===== config.mk =====
export PLATFORM = sky130hd
export DESIGN_NAME = dcache
export DESIGN_NICKNAME = d
export VERILOG_FILES = /design/src/rtl/dcache_pkg.sv /design/src/rtl/dcache_array.sv /design/src/rtl/dcache.sv
export SDC_FILE = /design/constraint.sdc
export NUM_CORES = 1
export LEC_CHECK = 0
export ABC_AREA = 1
export CAP_MARGIN = 25
export CORE_MARGIN = 4
export CORE_UTILIZATION = 55
export DETAILED_ROUTE_END_ITERATION = 10
export PLACE_DENSITY = 0.81
export SLEW_MARGIN = 30
export SYNTH_ARGS = -nofsm -noshare
export SYNTH_HDL_FRONTEND = slang
export SYNTH_HIERARCHICAL = 1
export SYNTH_SLANG_ARGS = --single-unit

===== constraint.sdc =====
create_clock -name clk -period 9.6 [get_ports clk]
set_input_delay 0.96 -clock clk [delete_from_list [all_inputs] [get_ports clk]]
set_output_delay 0.96 -clock clk [all_outputs]
set_load 0.05 [all_outputs]

===== src/rtl/dcache_pkg.sv =====
// dcache_pkg: shared definitions for the direct-mapped write-through data cache.
//   NLINES_DEFAULT : default number of one-word lines
//   state_t        : controller states (IDLE, RMISS, WMEM)
package dcache_pkg;

  localparam int NLINES_DEFAULT = 16;

  typedef enum logic [1:0] {
    IDLE  = 2'd0,
    RMISS = 2'd1,
    WMEM  = 2'd2
  } state_t;

endpackage


===== src/rtl/dcache_array.sv =====
// dcache_array: valid/tag/data storage for the direct-mapped cache.
//   clk, reset        : clock, synchronous active-high reset (clears valid only)
//   ridx              : combinational read index
//   rvalid/rtag/rdata : contents of line ridx
//   we/widx/wtag/wdata: single synchronous write port; a write also sets valid
module dcache_array #(
  parameter int NLINES = 16,
  parameter int TAGW   = 26
) (
  input  logic                      clk,
  input  logic                      reset,
  input  logic [$clog2(NLINES)-1:0] ridx,
  output logic                      rvalid,
  output logic [TAGW-1:0]           rtag,
  output logic [31:0]               rdata,
  input  logic                      we,
  input  logic [$clog2(NLINES)-1:0] widx,
  input  logic [TAGW-1:0]           wtag,
  input  logic [31:0]               wdata
);

  logic [NLINES-1:0] valid;
  logic [TAGW-1:0]   tags  [NLINES];
  logic [31:0]       data  [NLINES];

  always_ff @(posedge clk) begin
    if (reset) begin
      valid <= '0;
    end else if (we) begin
      valid[widx] <= 1'b1;
    end
  end

  // Tag and data contents are meaningless until valid is set, so no reset.
  always_ff @(posedge clk) begin
    if (we) begin
      tags[widx] <= wtag;
      data[widx] <= wdata;
    end
  end

  assign rvalid = valid[ridx];
  assign rtag   = tags[ridx];
  assign rdata  = data[ridx];

endmodule


===== src/rtl/dcache.sv =====
// dcache: direct-mapped, one-word-per-line, write-through, no-write-allocate
// data cache sitting in the M stage of a pipeline.
//   clk, reset              : clock, synchronous active-high reset
//   cpu_re/cpu_we           : load/store present in M (store wins if both)
//   cpu_addr/cpu_wdata      : byte address (bits [1:0] ignored), store data
//   cpu_rdata               : load data, meaningful only on a read hit
//   cpu_stall               : holds the pipeline while the access is pending
//   mem_req/mem_we/mem_addr/mem_wdata/mem_rdata/mem_ack : backing-memory bus
//   fsm_state               : controller state, for observation
module dcache
  import dcache_pkg::*;
#(
  parameter int NLINES = NLINES_DEFAULT,
  parameter int TAGW   = 30 - $clog2(NLINES)
) (
  input  logic        clk,
  input  logic        reset,
  input  logic        cpu_re,
  input  logic        cpu_we,
  input  logic [31:0] cpu_addr,
  input  logic [31:0] cpu_wdata,
  output logic [31:0] cpu_rdata,
  output logic        cpu_stall,
  output logic        mem_req,
  output logic        mem_we,
  output logic [31:0] mem_addr,
  output logic [31:0] mem_wdata,
  input  logic [31:0] mem_rdata,
  input  logic        mem_ack,
  output state_t      fsm_state
);

  localparam int IDXW = $clog2(NLINES);

  state_t      state;
  logic [31:0] addr_q;
  logic [31:0] wdata_q;

  // While a transaction is open the CPU address is held by the stall, but the
  // latched copy is the one the memory sees, so lookups use it outside IDLE.
  logic [31:0]     raddr;
  logic [IDXW-1:0] idx;
  logic [TAGW-1:0] tag;
  logic            raddr_lsb_unused;

  assign raddr            = (state == IDLE) ? cpu_addr : addr_q;
  assign idx              = raddr[IDXW+1:2];
  assign tag              = raddr[31:IDXW+2];
  assign raddr_lsb_unused = ^raddr[1:0];

  logic            rd_valid;
  logic [TAGW-1:0] rd_tag;
  logic [31:0]     rd_data;
  logic            hit;
  logic            arr_we;
  logic [31:0]     arr_wdata;

  assign hit = rd_valid & (rd_tag == tag);

  // Fill on read-miss completion; on store completion update only a resident
  // line (write-through, no allocate). Reset abandons any completing fill.
  assign arr_we    = ~reset & mem_ack &
                     ((state == RMISS) | ((state == WMEM) & hit));
  assign arr_wdata = (state == RMISS) ? mem_rdata : wdata_q;

  dcache_array #(
    .NLINES (NLINES),
    .TAGW   (TAGW)
  ) u_array (
    .clk    (clk),
    .reset  (reset),
    .ridx   (idx),
    .rvalid (rd_valid),
    .rtag   (rd_tag),
    .rdata  (rd_data),
    .we     (arr_we),
    .widx   (idx),
    .wtag   (tag),
    .wdata  (arr_wdata)
  );

  // Controller: state and memory-bus outputs are all registered, so mem_req
  // has no combinational path from the CPU side.
  always_ff @(posedge clk) begin
    if (reset) begin
      state   <= IDLE;
      mem_req <= 1'b0;
      mem_we  <= 1'b0;
      addr_q  <= '0;
      wdata_q <= '0;
    end else begin
      case (state)
        IDLE: begin
          if (cpu_we) begin
            state   <= WMEM;
            mem_req <= 1'b1;
            mem_we  <= 1'b1;
            addr_q  <= cpu_addr;
            wdata_q <= cpu_wdata;
          end else if (cpu_re && !hit) begin
            state   <= RMISS;
            mem_req <= 1'b1;
            mem_we  <= 1'b0;
            addr_q  <= cpu_addr;
          end
        end
        RMISS, WMEM: begin
          if (mem_ack) begin
            state   <= IDLE;
            mem_req <= 1'b0;
            mem_we  <= 1'b0;
          end
        end
        default: begin
          state   <= IDLE;
          mem_req <= 1'b0;
          mem_we  <= 1'b0;
        end
      endcase
    end
  end

  assign mem_addr  = {addr_q[31:2], 2'b00};
  assign mem_wdata = wdata_q;
  assign cpu_rdata = rd_data;
  assign fsm_state = state;

  // A read miss must stall in the very cycle it is detected; a store releases
  // the pipeline in its ack cycle since nothing comes back to the CPU.
  always_comb begin
    cpu_stall = 1'b0;
    case (state)
      IDLE:    cpu_stall = cpu_we | (cpu_re & ~hit);
      RMISS:   cpu_stall = 1'b1;
      WMEM:    cpu_stall = ~mem_ack;
      default: cpu_stall = 1'b0;
    endcase
  end

endmodule


==> results of run 1 <==
[cell type report]
cell class	instances	area, um2	area share
Sequential cell	1009	29490	0.5890
Multi-Input combinational cell	2537	10800	0.2157
Inverter	782	2994	0.05981
Clock buffer	126	2586	0.05166
Timing Repair Buffer	245	2462	0.04918
Tap cell	1050	1314	0.02624
Clock inverter	51	419.2	0.008372
[worst max-delay path by stage]
stage / start / endpoint / slack (ps) / depth (start not counted)
6_report: mem_we / cpu_stall / 1510 / 25
5_1_grt: mem_we / cpu_stall / 1200 / 25
4_1_cts: mem_we / cpu_stall / 1490 / 24
3_5_place_dp: cpu_addr[2] / u_array/tags[12][8] / 1780 / 24
3_3_place_gp: cpu_addr[2] / u_array/tags[12][8] / 1870 / 23
2_1_floorplan: mem_we / u_array/data[5][0] / 2780 / 29
[flip-flops by register name, summed over array words and instances (netlist names)]
signal	cells
addr_q	30
u_array/valid	16
fsm_state	1
u_array/data	512
u_array/tags	416
mem_wdata	32
mem_req	1
mem_we	1
[synthesized netlist by cell type, types with 8 or more instances]
master	instances	area, um2
dfxtp_1	81	1622
nand3_1	800	4004
edfxtp_1	928	27870
a21oi_1	45	225.2
inv_1	778	2920
buf_1	37	138.9
nor2_1	103	386.6
nand2_1	1527	5732
o21ai_0	37	185.2
buf_4	35	262.8
clkbuf_1	81	304.0
buf_2	83	415.4
nand3b_1	8	60.06
[worst max-delay path: stages (launching register included)]
cell	delay [ps]
dfxtp_1	360
inv_1	110
ha_2	190
buf_4	560
nand2_1	200
nand2_4	490
clkinv_8	670
buf_4	570
nand2_1	110
nand2_1	60
nand2_1	70
nand3_1	80
nand3_1	120
nand2_1	210
inv_1	100
nand3_1	150
nand2_1	110
nor2_1	50
nand4_1	100
nor2_1	80
nand2_1	100
nand3_2	530
nand4_1	290
nand2_1	70
inv_1	50
clkdlybuf4s50_1	790
[power groups by stage]
stage	clock network, mW	registers (mW)	logic, mW
after floorplan	0	5.16	1.17
after global placement	0	5.07	1.80
after detailed placement	0	5.07	1.84
after CTS	3.66	4.98	1.86
after global routing	3.85	4.98	2.02
final	3.64	4.98	1.88
[cell usage in the layout (no fill, tap or decap), drive strengths merged]
cell type / count
o21ai: 38
nor3: 5
a31oi: 1
nor2: 103
inv: 786
clkbuf: 126
clkdlybuf4s50: 196
edfxtp: 928
dfxtp: 81
ha: 4
a21oi: 45
nand4: 3
nand3b: 8
nand3: 801
nand2: 1527
clkinv: 42
bufinv: 5
conb: 2
buf: 49
[kinds of logic (layout without fill, tap and decap cells)]
group / after synthesis / after routing / share of synthesized area
DFF: 1009 / 1009 / 0.6656
adders and majority gates: 4 / 4 / 0.001130
and+or+nand+nor: 2447 / 2447 / 0.2311
AOI/OAI and AO/OA: 84 / 84 / 0.009518
other: 1 / 2 / 0.00008465
buffers and inverters: 1022 / 1204 / 0.09258
[routing by layer]
metal	vias to the layer above	global-route usage	wire length, um
met2	1899	0.4572	57580
met5	-	0	0
met4	0	0.1233	5138
met3	341	0.03559	11260
met1	15420	0.3200	41160
li1	14860	-	-
[metrics by stage]
step | utilization | power (mW)
after global placement | 0.5915 | 6.867
after global routing | 0.6306 | 10.85
after detailed placement | 0.5923 | 6.912
final | 0.6306 | 10.50
after floorplan | - | 6.327
after CTS | 0.6302 | 10.49
==> flow_summary.ini, run 1 <==
[synthesis]
syn_inst = 4567
avgSynthCellArea_um2 = 9.700
ys_seq_area_frac = 0.6656
async_flop_share = 0
netlist_area_mm2 = 0.04430
ys_warn_count = 6
synth_flop_cell = edfxtp_1
synth-seq-cells = 1009
synth.distinct_cells = 22
synth_edf_count = 928

[cts]
hold_buffers = 0
cts_buffers = 96
cts.clk_slew.worst_paths_ps = 60
post_cts_buffers = 0
cts_resized = 0
cts_tree = done
clock_latency_ps = 670
cts.sinks = 1009
cts_root_buffer = clkbuf_16
clockBufferDepth = 3
cts_max_level = 3

[placed_design]
place_congestion = 0.8711
place_ws_ps = 1776
post_dp_cell_area_mm2 = 0.04702
dp_cells = 5622
portBuffers = 197
hpwlAfterDp_um = 60340

[floorplanning]
die_y_um = 291.8
rows = 103
io_pins = 202
core_area_mm2 = 0.07939
initial_core_util = 0.5580
die_area_mm2 = 0.08515
fp.dieW_um = 291.8

[sta]
rsz0062_at_grt = no
tightest_slew_ps = 1064
post-route-period-util = 0.8426
hold_slack_ps = 460.4
fmax_ghz = 0.1236
relSlewSlack = 0.2906
setup_violations = 0
skew_ps = 24.85
worst_slack_ps = 1511
slew_viol_final = 0
fin_setup_tns_ps = 0
min_period_ps = 8089
final_hold_viol_count = 0

[setup_path]
cp-start-kind = flip-flop
worstPathMaxFanout = 176
r2r-start = mem_we
cp.required_ps = 8640
timing.rr.end = u_array/tags[12][8]
r2r_cells = 25
reg2reg_setup_slack_ps = 1780
crit_type = reg2out
arrival_ps = 7130
cp-end-kind = output pin

[drt]
wl_per_cell_um = 19.85
drcViolationCount = 0
wl_um = 115100
drtIter0Drc = 4474
via_count = 32520
firstDrtPassIters = 6
viasPerCell = 5.607
antenna_left = 0

[hold_path]
hold_class = reg2reg
worstHoldStart = u_array/valid[8]
min_to = u_array/valid[8]
holdPathStages = 2

[power_and_ir_drop]
switchingPower_mw = 3.009
p_comb_frac = 0.179
pwr-share-clk = 0.347
internal_power_mw = 7.489
p_leak_nw = 21.49
swShare = 0.2866
powerDensity_mw_per_mm2 = 209.7
p_seq_frac = 0.474
vdd_drop_max_uv = 142.7

[grt]
grt_pass1_wl_um = 173000
antenna_found_initial = 0
grt.overflow.total = 0
grt_pass1_vias = 31800
grt_max_degree = 220
grt.total_usage = 0.2603

[layout]
nets = 4776
diodes = 0
design_area_mm2 = 0.05006
layout-drive-gt1-share = 0.04589
fill_cells = 5805
syn2layout_area_growth_pct = 13.01
layout.cells.non_filler = 5800

[run_status]
outcome = finished clean

[job]
cap_violations = 0
Power figures use the tool's default switching activity.
==> run 2: changes to the inputs <==
- clock period: 9.6 -> 7.9 ns (I/O delays scaled with it)
==> run 2 against run 1 <==
Final area is 0.80% higher. Clock power is 29% higher. Sequential power is 21% higher. Sequential share of layout area is 0.47 points lower. Count of clock-buffer cells in the layout is 8 higher. Core utilization is 0.50 points higher. Wire length is 1.2% lower. Clock skew is 0.61 ps higher. Hold slack worse by 4.1 ps. Critical path depth is 4 lower. Die area stayed put. First-iteration DRC count is 9.2% lower. Critical endpoint unchanged. Largest cell class unchanged. Highest routed layer is now met5.
==> flow_summary.ini, run 2 (synthesis results as in run 1) <==
[setup_path]
timing.rr.end = u_array/data[10][30]
arrival_ps = 5790
worstPathMaxFanout = 35
r2r-start = mem_we
crit_type = reg2out
cp-end-kind = output pin
reg2reg_setup_slack_ps = 1330
cp-start-kind = flip-flop
r2r_cells = 22
cp.required_ps = 7110

[layout]
syn2layout_area_growth_pct = 13.91
largest_reg_flops = 512
diodes = 0
regMostFlops = u_array/data
layout-drive-gt1-share = 0.04953
nets = 4791
fill_cells = 5692
final_cell_mix = nand2_1 (1521), edfxtp_1 (928), nand3_1 (800)
final_common_cell = nand2_1

[grt]
grt_pass1_vias = 31430
grt.overflow.total = 0
grt_max_degree = 178
grt_pass1_wl_um = 171100
grt.total_usage = 0.2579
antenna_found_initial = 1

[sta]
setup_violations = 0
post-route-period-util = 0.8329
hold_slack_ps = 456.3
rsz0062_at_grt = no
skew_ps = 25.47
final_hold_viol_count = 0
fmax_ghz = 0.1520
min_period_ps = 6580
relSlewSlack = 0.2904
tightest_slew_ps = 1064
slew_viol_final = 0
fin_setup_tns_ps = 0

[drt]
viasPerCell = 5.563
drtIter0Drc = 4064
drcViolationCount = 0
via_count = 32350
wl_um = 113800
wl_per_cell_um = 19.57
antenna_left = 0
firstDrtPassIters = 6

[cts]
clockBufferDepth = 3
cts_root_buffer = clkbuf_16
hold_buffers = 0
cts_resized = 0
cts.clk_slew.worst_paths_ps = 60
cts.sinks = 1009
cts_buffers = 96
clock_latency_ps = 660
post_cts_buffers = 0
cts_max_level = 3
cts_tree = done

[power_and_ir_drop]
finalPower_mw = 13.04
powerDensity_mw_per_mm2 = 258.4
vdd_drop_max_uv = 197.1
p_leak_nw = 21.66

[run_status]
outcome = finished clean

[floorplanning]
rows = 103
die_y_um = 291.8
fp.dieW_um = 291.8
io_pins = 202
initial_core_util = 0.5580
core_area_mm2 = 0.07939
die_area_mm2 = 0.08515

[job]
cap_violations = 0

[hold_path]
hold_class = reg2reg
min_to = u_array/valid[2]
worstHoldStart = u_array/valid[2]
holdPathStages = 2

[placed_design]
place_congestion = 0.9011
portBuffers = 197
hpwlAfterDp_um = 60520
run 2: cell types whose count changed in the layout (fill, tap and decap cells not counted), moves of 3 or more:
cell        change
buf_4           +8
clkinv_2       -10
clkinv_1        -6
clkinvlp_4      +3
buf_16          -3
clkbuf_1        +4
buf_12          +9
bufinv_16       +7
run 2: metrics by stage:
stage / util / area (um2) / setup slack (ps) / std cells
floorplan: - / 44310 / 1079 / 4568
global placement: 0.5946 / 47200 / 1532 / 5638
detailed placement: 0.5947 / 47210 / 1630 / 5638
CTS: 0.6355 / 50450 / 1528 / 5815
global route: 0.6357 / 50460 / 1014 / 5815
finish: 0.6357 / 50460 / 1320 / 5815
run 2: cell type report:
cell class                 count  area, um2  share of cell area
multi-input combinational   2537      10800              0.2140
timing repair buffer         260       2633             0.05217
inverter                     782       2987             0.05918
clock inverter                43      563.0             0.01116
tap                         1050       1314             0.02603
clock buffer                 134       2679             0.05308
sequential                  1009      29490              0.5844
run 2: critical path, stage by stage, from the launching register on:
cell and delay, ps:
dfxtp_1 430, inv_1 100, ha_2 210, inv_2 440, nand2_1 180, nand2_4 430, clkinv_2 900, nand3_1 390
nand2_1 210, inv_1 120, nand3_1 70, nand2_1 120, nand2_1 70, nor2_1 100, nand2_1 90, nor2_1 130
nand2_1 90, nand3_2 460, nand4_1 200, nand2_1 120, inv_1 50, buf_4 180
run 2: routing by layer:
metal,vias up,GRT usage,wire [um]
li1,14900,-,-
met1,15230,0.3207,40770
met2,1853,0.4433,56310
met3,370,0.03757,11010
met4,2,0.1302,5707
met5,-,0,15
run 2: worst max path at each step:
stage,start,end,slack [ps],depth (start not counted)
after detailed placement,cpu_addr[4],u_array/tags[10][0],1630,20
after global routing,mem_we,cpu_stall,1010,20
after CTS,mem_we,cpu_stall,1530,21
final,mem_we,cpu_stall,1320,21
after global placement,cpu_addr[4],u_array/data[4][27],1530,20
after floorplan,mem_we,u_array/data[5][0],1080,29
run 2: where the power goes:
group	internal [mW]	switching, mW
Combinational	0.610	1.68
Sequential	6.02	0.0296
Clock	2.77	1.94
